--- config.mk ---
export PLATFORM = sky130hd
export DESIGN_NAME = gt1_loader_ctrl
export DESIGN_NICKNAME = d
export VERILOG_FILES = /design/src/rtl/gt1_pkg.sv /design/src/rtl/gt1_loader_ctrl.sv
export SDC_FILE = /design/constraint.sdc
export NUM_CORES = 1
export LEC_CHECK = 0
export CAP_MARGIN = 10
export CORE_ASPECT_RATIO = 1.4
export CORE_UTILIZATION = 40
export DETAILED_ROUTE_END_ITERATION = 16
export GPL_TIMING_DRIVEN = 1
export PLACE_DENSITY = 0.72
export SETUP_SLACK_MARGIN = 0.3
export SYNTH_ARGS = -nofsm -noshare
export SYNTH_HDL_FRONTEND = slang
export SYNTH_SLANG_ARGS = --single-unit
--- constraint.sdc ---
create_clock -name clk -period 7.7 [get_ports clk]
set_input_delay 1.155 -clock clk [delete_from_list [all_inputs] [get_ports clk]]
set_output_delay 1.155 -clock clk [all_outputs]
set_load 0.05 [all_outputs]
--- src/rtl/gt1_pkg.sv ---
// gt1_pkg: shared types and constants for the GT1 program loader.
package gt1_pkg;
    typedef logic [15:0] gt1_addr_t;
    typedef logic [8:0]  gt1_count_t;
    localparam int GT1_SIZE_ZERO_MEANS = 256;
    typedef enum logic [3:0] {
        ST_IDLE, ST_SEG_HI, ST_SEG_LO, ST_SEG_SIZE, ST_DATA,
        ST_WRITE, ST_EXEC_HI, ST_EXEC_LO, ST_DONE, ST_ERROR
    } gt1_state_t;
endpackage

--- src/rtl/gt1_loader_ctrl.sv ---
// gt1_loader_ctrl: walks a GT1 image in the option ROM and writes its segments into RAM.
module gt1_loader_ctrl
    import gt1_pkg::*;
#(
    parameter int ROM_LAST_ADDR = 32767,
    parameter int ROM_BASE      = 0
) (
    input  logic        clk,
    input  logic        reset,
    input  logic        start,
    output gt1_addr_t   rom_addr,
    input  logic [7:0]  rom_data,
    output gt1_addr_t   ram_addr,
    output logic [7:0]  ram_wdata,
    output logic        ram_we_req,
    input  logic        ram_we_ack,
    output logic        busy,
    output logic        done,
    output logic        error,
    output gt1_addr_t   exec_addr
);
    gt1_state_t state_q, state_d;
    gt1_addr_t  rom_addr_q, rom_addr_d, ram_addr_q, ram_addr_d, exec_addr_q, exec_addr_d;
    gt1_count_t count_q, count_d;
    logic [7:0] hi_q, hi_d, lo_q, lo_d, ram_wdata_q, ram_wdata_d;
    logic       first_seg_q, first_seg_d, req_q, req_d;
    logic       consume, oob;

    assign consume = state_q inside {ST_SEG_HI, ST_SEG_LO, ST_SEG_SIZE, ST_DATA, ST_EXEC_HI, ST_EXEC_LO};
    assign oob     = rom_addr_q > 16'(ROM_LAST_ADDR);

    always_comb begin
        state_d     = state_q;
        rom_addr_d  = rom_addr_q;
        ram_addr_d  = ram_addr_q;
        exec_addr_d = exec_addr_q;
        count_d     = count_q;
        hi_d        = hi_q;
        lo_d        = lo_q;
        ram_wdata_d = ram_wdata_q;
        first_seg_d = first_seg_q;
        req_d       = req_q;
        // WRITE never consumes a byte, so an in-flight request finishes before the bounds trip
        if (consume && oob) begin
            state_d = ST_ERROR;
        end else begin
            if (consume) rom_addr_d = rom_addr_q + 16'd1;
            case (state_q)
                ST_IDLE, ST_DONE, ST_ERROR: if (start) begin
                    rom_addr_d  = 16'(ROM_BASE);
                    first_seg_d = 1'b1;
                    state_d     = ST_SEG_HI;
                end
                ST_SEG_HI: begin
                    hi_d    = rom_data;
                    state_d = (rom_data == 8'd0 && !first_seg_q) ? ST_EXEC_HI : ST_SEG_LO;
                end
                ST_SEG_LO: begin
                    lo_d    = rom_data;
                    state_d = ST_SEG_SIZE;
                end
                ST_SEG_SIZE: begin
                    count_d     = (rom_data == 8'd0) ? 9'(GT1_SIZE_ZERO_MEANS) : {1'b0, rom_data};
                    first_seg_d = 1'b0;
                    state_d     = ST_DATA;
                end
                ST_DATA: begin
                    ram_addr_d  = {hi_q, lo_q};
                    ram_wdata_d = rom_data;
                    req_d       = 1'b1;
                    state_d     = ST_WRITE;
                end
                ST_WRITE: if (ram_we_ack) begin
                    req_d   = 1'b0;
                    lo_d    = lo_q + 8'd1;
                    count_d = count_q - 9'd1;
                    state_d = (count_q == 9'd1) ? ST_SEG_HI : ST_DATA;
                end
                ST_EXEC_HI: begin
                    exec_addr_d[15:8] = rom_data;
                    state_d           = ST_EXEC_LO;
                end
                ST_EXEC_LO: begin
                    exec_addr_d[7:0] = rom_data;
                    state_d          = ST_DONE;
                end
                default: state_d = ST_IDLE;
            endcase
        end
    end

    always_ff @(posedge clk or posedge reset) begin
        if (reset) begin
            state_q     <= ST_IDLE;
            rom_addr_q  <= 16'(ROM_BASE);
            ram_addr_q  <= '0;
            exec_addr_q <= '0;
            count_q     <= '0;
            hi_q        <= '0;
            lo_q        <= '0;
            ram_wdata_q <= '0;
            first_seg_q <= 1'b0;
            req_q       <= 1'b0;
        end else begin
            state_q     <= state_d;
            rom_addr_q  <= rom_addr_d;
            ram_addr_q  <= ram_addr_d;
            exec_addr_q <= exec_addr_d;
            count_q     <= count_d;
            hi_q        <= hi_d;
            lo_q        <= lo_d;
            ram_wdata_q <= ram_wdata_d;
            first_seg_q <= first_seg_d;
            req_q       <= req_d;
        end
    end

    assign rom_addr   = rom_addr_q;
    assign ram_addr   = ram_addr_q;
    assign ram_wdata  = ram_wdata_q;
    assign ram_we_req = req_q;
    assign exec_addr  = exec_addr_q;
    assign done       = state_q == ST_DONE;
    assign error      = state_q == ST_ERROR;
    assign busy       = !(state_q inside {ST_IDLE, ST_DONE, ST_ERROR});
endmodule

==> impl_metrics.csv, run 1 <==
group,metric,value,unit
hold_path,whs_path_depth,1,
finish,final_area,5300,sq um
clocking,tritoncts,"built",
pwr,p_int,1400,uW
clocking,clk_latency,0.34,ns
grt,grt_max_degree,73,
clocking,cts.path.max_buffers,2,
yosys,synth-main-ff-cell,"dfrtp_1",
floorplanning,rows,44,
hold_path,holdPathEnd,"ram_addr[6]$_DFFE_PP0P_",
setup_path,cp_num_buf_inv,1,
pwr,irDropWorstVdd,296,uV
clocking,post_cts_resized,0,
yosys,synthCells,379,
drt,vias,3300,
yosys,synth_area_leader_cell,"dfrtp_1",
pwr,power.share.clock,0.158,
drt,first_pass_iters,4,
placed_design,gp_congestion,0.811,
sta,period_share,0.462,
setup_path,path_max_fanout,19,
pwr,p_sw_frac,0.460,
grt,grt_pass1_vias,3260,
yosys,yosys-top-cells-area,"dfrtp_1, mux2_2, o21ai_0",
drt,drc,0,
setup_path,cp_cell_sequence,"nand2b_1, nor2_1, clkdlybuf4s50_1",
clocking,clockRootBuffer,"clkbuf_16",
setup_path,reg2reg_from,"state_q[2]$_DFFE_PP0P_",
placed_design,post_dp_cell_area,5020,sq um
setup_path,max_stage_delay,0.83,ns
finish,insertedDiodeCount,0,
sta,slew_headroom,0.262,
drt,avgRoutedWirePerCell,16.8,um
yosys,post-synth-top-count-cell,"dfrtp_1",
drt,postRouteAntennaNets,0,
setup_path,cp-start-kind,"flop",
finish,nets,459,
setup_path,crit_arrival,2.40,ns
clocking,ctsHtreeMaxLevel,3,
hold_path,hold_start,"ram_addr[6]$_DFFE_PP0P_",
placed_design,hpwl,6790,um
setup_path,cp_top_family,"buffers and inverters",
clocking,postCtsSetupBuffers,0,
clocking,clkTransAtPathRegs,0.06,ns
setup_path,critPathKind,"reg2out",
yosys,ys_seq_elements,87,
setup_path,crit_slowest_cell,"clkdlybuf4s50_1",
floorplanning,start_util,0.409,
grt,grt_overflow,0,
sta,worst_pin_slew,1.10,ns
clocking,hold_buffers,0,
grt,grt_pass1_wl,16300,um
floorplanning,die_area,11000,sq um
setup_path,required,6.55,ns
yosys,synth_largest_type_area_fraction,0.515,
run,cap_violations,0,
grt,grt_usage,0.195,
floorplanning,die_w,88.9,um
floorplanning,die_h,124,um
pwr,power_density,487,nW/um^2
placed_design,portBuffers,71,
grt,antenna_found_initial,0,
clocking,cts_buffers,9,
sta,hold_viol_final,0,
drt,drt_iter0_drc,120,
sta,setup_viol,0,
yosys,syn_area_per_cell,11.2,sq um
sta,period_minus_slack,3.55,ns
sta,max_freq,281,MHz
yosys,syn_nets,395,
yosys,ys_top_cells_by_count,"dfrtp_1, mux2_2, nand2_1",
sta,rsz0062_at_grt,"no",
setup_path,ff2ff_setup_slack,5.15,ns
yosys,yosys_warnings,0,
setup_path,reg2regPathDepth,3,
pwr,combPwrFrac,0.512,
setup_path,r2r_end,"count_q[0]$_DFFE_PP0P_",
sta,hold_slack,0.503,ns
setup_path,cp-end-kind,"primary output",
yosys,async_flop_share,1.00,
yosys,syn_area,4230,sq um
pwr,leakage,0.00211,uW
finish,final_util,0.512,
floorplanning,ios,72,
hold_path,holdCritPathClass,"reg2reg",
yosys,yosysSeqAreaShare,0.515,
yosys,synth-edff-count,0,
drt,routed_wl,9820,um
drt,viasPerCell,5.63,
pwr,switchingPower,1190,uW
yosys,synth_cell_types,65,
pwr,p_seq_frac,0.330,
sta,finalSetupTns,0,ns
clocking,cts_sinks,87,
floorplanning,fp.coreArea,10300,sq um
sta,final_max_slew_viol_count,0,
finish,final_layout_size_suffix_gt1_frac,0.174,
status,status,"finished, final reports clean",
finish,syn2layout_area_growth,25.3,%
sta,fin_worst_skew,0.00381,ns
## worst max path at each step
stage	end	slack, ns	start	cells past startpoint
6_report	error	4.15	state_q[0]$_DFFE_PP0P_	3
5_1_grt	error	4.02	state_q[0]$_DFFE_PP0P_	3
4_1_cts	error	4.14	state_q[0]$_DFFE_PP0P_	3
3_5_place_dp	error	4.53	state_q[0]$_DFFE_PP0P_	3
3_3_place_gp	done	4.63	state_q[1]$_DFFE_PP0P_	3
2_1_floorplan	count_q[0]$_DFFE_PP0P_	4.29	reset	1
## state kept, by name, indices dropped and copies added (netlist names)
signal       flops
first_seg_q      1
ram_we_req       1
ram_addr        16
exec_addr       16
hi_q             8
ram_wdata        8
count_q          9
rom_addr        16
state_q          4
lo_q             8
## layout make-up
class | instances | area (sq um)
clock buffers | 12 | 256
clock inverters | 4 | 28.8
repair buffers | 73 | 726
flip-flops and latches | 87 | 2180
fillers | 947 | 5050
well taps | 138 | 173
multi-input cells | 265 | 1910
inverters | 7 | 27.5
## placed cells by master (no fill, tap or decap), types with 3 or more instances in the layout
cell and instances:
nand4_1 6, inv_1 6, o21a_1 3, o22ai_1 4, dfrtp_1 87, a2bb2oi_1 4
nand3_1 10, ha_1 4, and4_1 3, nand2_1 26, nand2b_1 4, or4_1 4
clkbuf_16 9, mux2_2 48, mux2i_1 5, and3_1 3, or3_1 6, a21oi_1 23
o31ai_1 4, o211ai_1 6, clkdlybuf4s50_1 71, o21ai_0 25, nor2_1 24, nor3_1 8
## power by group through the flow
stage	clock [uW]	sequential (uW)	combinational, uW
2_1_floorplan	0	1210	578
5_1_grt	440	883	1410
4_1_cts	423	851	1330
3_3_place_gp	0	845	1300
3_5_place_dp	0	855	1320
6_report	409	852	1320
## through the flow
step	setup WS, ns	instances	power [uW]
5_1_grt	4.02	586	2730
4_1_cts	4.14	586	2600
2_1_floorplan	4.29	379	1780
6_report	4.15	586	2580
3_5_place_dp	4.53	570	2170
3_3_place_gp	4.63	570	2150
## layer usage
layer / GRT usage / share of wire
met2: 0.314 / 0.48
met4: 0.0867 / 0.019
met1: 0.245 / 0.44
met3: 0.0490 / 0.063
met5: 0 / 0
## kinds of logic after synthesis
group                      count (synthesis)  synth area share
DFF                                       87             0.515
adders and majority gates                  4            0.0118
buffers and inverters                     27            0.0331
AOI/OAI and AO/OA                         92             0.143
xor gates and xnor gates                   4            0.0101
and+or+nand+nor                          112             0.148
muxes                                     53             0.140
(Power assumes the default switching activity.)
==> run 2: changes to the inputs <==
clock period = 3.34 ns   (was 7.7 ns; I/O delays follow)
==> run 2 against run 1 <==
Combinational power is 130% higher. Worst setup slack worse by 3.6 ns. Final cell count up 0.85%. Clock skew rose by 0.0012 ns. Via count stayed put. Register-to-register slack got worse by 4.1 ns.
==> impl_metrics.csv, run 2 (synthesized netlist as in run 1, its figures left out) <==
group,metric,value,unit
status,status,"finished, final reports clean",
finish,ff_latch_area,2180,sq um
finish,final_cell_mix,"dfrtp_1, clkdlybuf4s50_1, mux2_2, nand2_1, o21ai_0",
floorplanning,die_area,11000,sq um
grt,grt_pass1_vias,3325,
setup_path,cp-end-kind,"primary output",
placed_design,gp_congestion,0.847,
placed_design,post_dp_cell_area,5050,sq um
clocking,postCtsSetupBuffers,0,
drt,routed_wl,9940,um
placed_design,dpl_worst_slack,0.882,ns
setup_path,path_max_fanout,19,
clocking,clk_latency,0.34,ns
drt,viasPerCell,5.58,
floorplanning,rows,44,
setup_path,critPathKind,"reg2out",
finish,final_area,5360,sq um
clocking,cts.path.max_buffers,2,
floorplanning,ios,72,
sta,setup_viol,0,
hold_path,holdCritPathClass,"reg2reg",
grt,antenna_found_initial,0,
clocking,clockRootBuffer,"clkbuf_16",
placed_design,portBuffers,71,
sta,fin_worst_skew,0.00500,ns
setup_path,ff2ff_setup_slack,1.10,ns
finish,syn2layout_area_growth,26.6,%
sta,layout_setup_ws,0.501,ns
floorplanning,start_util,0.409,
sta,slew_headroom,0.435,
sta,finalSetupTns,0,ns
pwr,power.total,6040,uW
clocking,cts_buffers,9,
pwr,irDropWorstVdd,727,uV
finish,nets,464,
drt,postRouteAntennaNets,0,
finish,insertedDiodeCount,0,
setup_path,cp-start-kind,"flop",
setup_path,required,2.84,ns
clocking,cts_sinks,87,
finish,final_common_cell,"dfrtp_1",
finish,fillers,959,
grt,grt_pass1_wl,16500,um
setup_path,crit_arrival,2.34,ns
sta,period_share,0.850,
setup_path,reg2regPathDepth,4,
sta,worst_pin_slew,0.846,ns
sta,hold_viol_final,0,
placed_design,hpwl,6920,um
floorplanning,die_h,124,um
sta,final_max_slew_viol_count,0,
drt,vias,3300,
clocking,hold_buffers,0,
clocking,ctsHtreeMaxLevel,3,
sta,hold_slack,0.504,ns
floorplanning,fp.coreArea,10300,sq um
floorplanning,die_w,88.9,um
pwr,leakage,0.00215,uW
finish,final_layout_size_suffix_gt1_frac,0.185,
clocking,clkTransAtPathRegs,0.06,ns
sta,period_minus_slack,2.84,ns
sta,max_freq,352,MHz
pwr,power_density,1130,nW/um^2
grt,grt_usage,0.198,
finish,multi_input_area,1910,sq um
drt,drt_iter0_drc,164,
sta,rsz0062_at_grt,"no",
clocking,tritoncts,"built",
run,cap_violations,0,
drt,drc,0,
grt,grt_overflow,0,
grt,grt_max_degree,43,
clocking,post_cts_resized,0,
drt,avgRoutedWirePerCell,16.8,um
drt,first_pass_iters,4,
hold_path,whs_path_depth,1,
-- run 2: cell types whose count changed in the layout (fill, tap and decap cells not counted) --
cell and delta:
bufinv_16 +1, clkbuf_8 -2, inv_6 +1, buf_4 +5
inv_8 +1, clkbuf_1 -1
-- run 2: metrics by stage --
stage | instances | util
floorplan | 379 | -
global placement | 575 | 0.488
detailed placement | 575 | 0.488
CTS | 591 | 0.518
global route | 591 | 0.518
finish | 591 | 0.518
-- run 2: final timing paths --
path	from	to
hold / removal	hi_q[0]$_DFFE_PP0P_	hi_q[0]$_DFFE_PP0P_
max in group asynchronous	reset	hi_q[0]$_DFFE_PP0P_
setup reg to reg	state_q[0]$_DFFE_PP0P_	rom_addr[11]$_DFFE_PP0N_
min in group asynchronous	reset	count_q[4]$_DFFE_PP0P_
hold reg to reg	hi_q[0]$_DFFE_PP0P_	hi_q[0]$_DFFE_PP0P_
setup / recovery	state_q[0]$_DFFE_PP0P_	busy
-- run 2: metal layers --
metal  global-route usage  wire length (um)
met5                    0                 0
met4               0.0645               146
met3               0.0583               697
met2                0.335              4850
met1                0.239              4240
-- run 2: final cells by class --
type,count,share of cell area
clock buffer,9,0.0420
clock inverter,7,0.0147
inverter,7,0.00514
multi-input combinational,265,0.357
sequential,87,0.406
tap,138,0.0322
timing repair buffer,78,0.142
-- run 2: report_power, final --
group          leakage [uW]  internal, uW  total (uW)  switching, uW
sequential          0.00106          1510        1960            449
combinational      0.000940          1160        3050           1890
clock              0.000144           588        1020            433
-- run 2: worst max-delay path: stages (launching register included) --
cell and delay, ns:
dfrtp_1 0.76, nand2b_1 0.30, nand2_1 0.13, clkdlybuf4s50_1 0.80
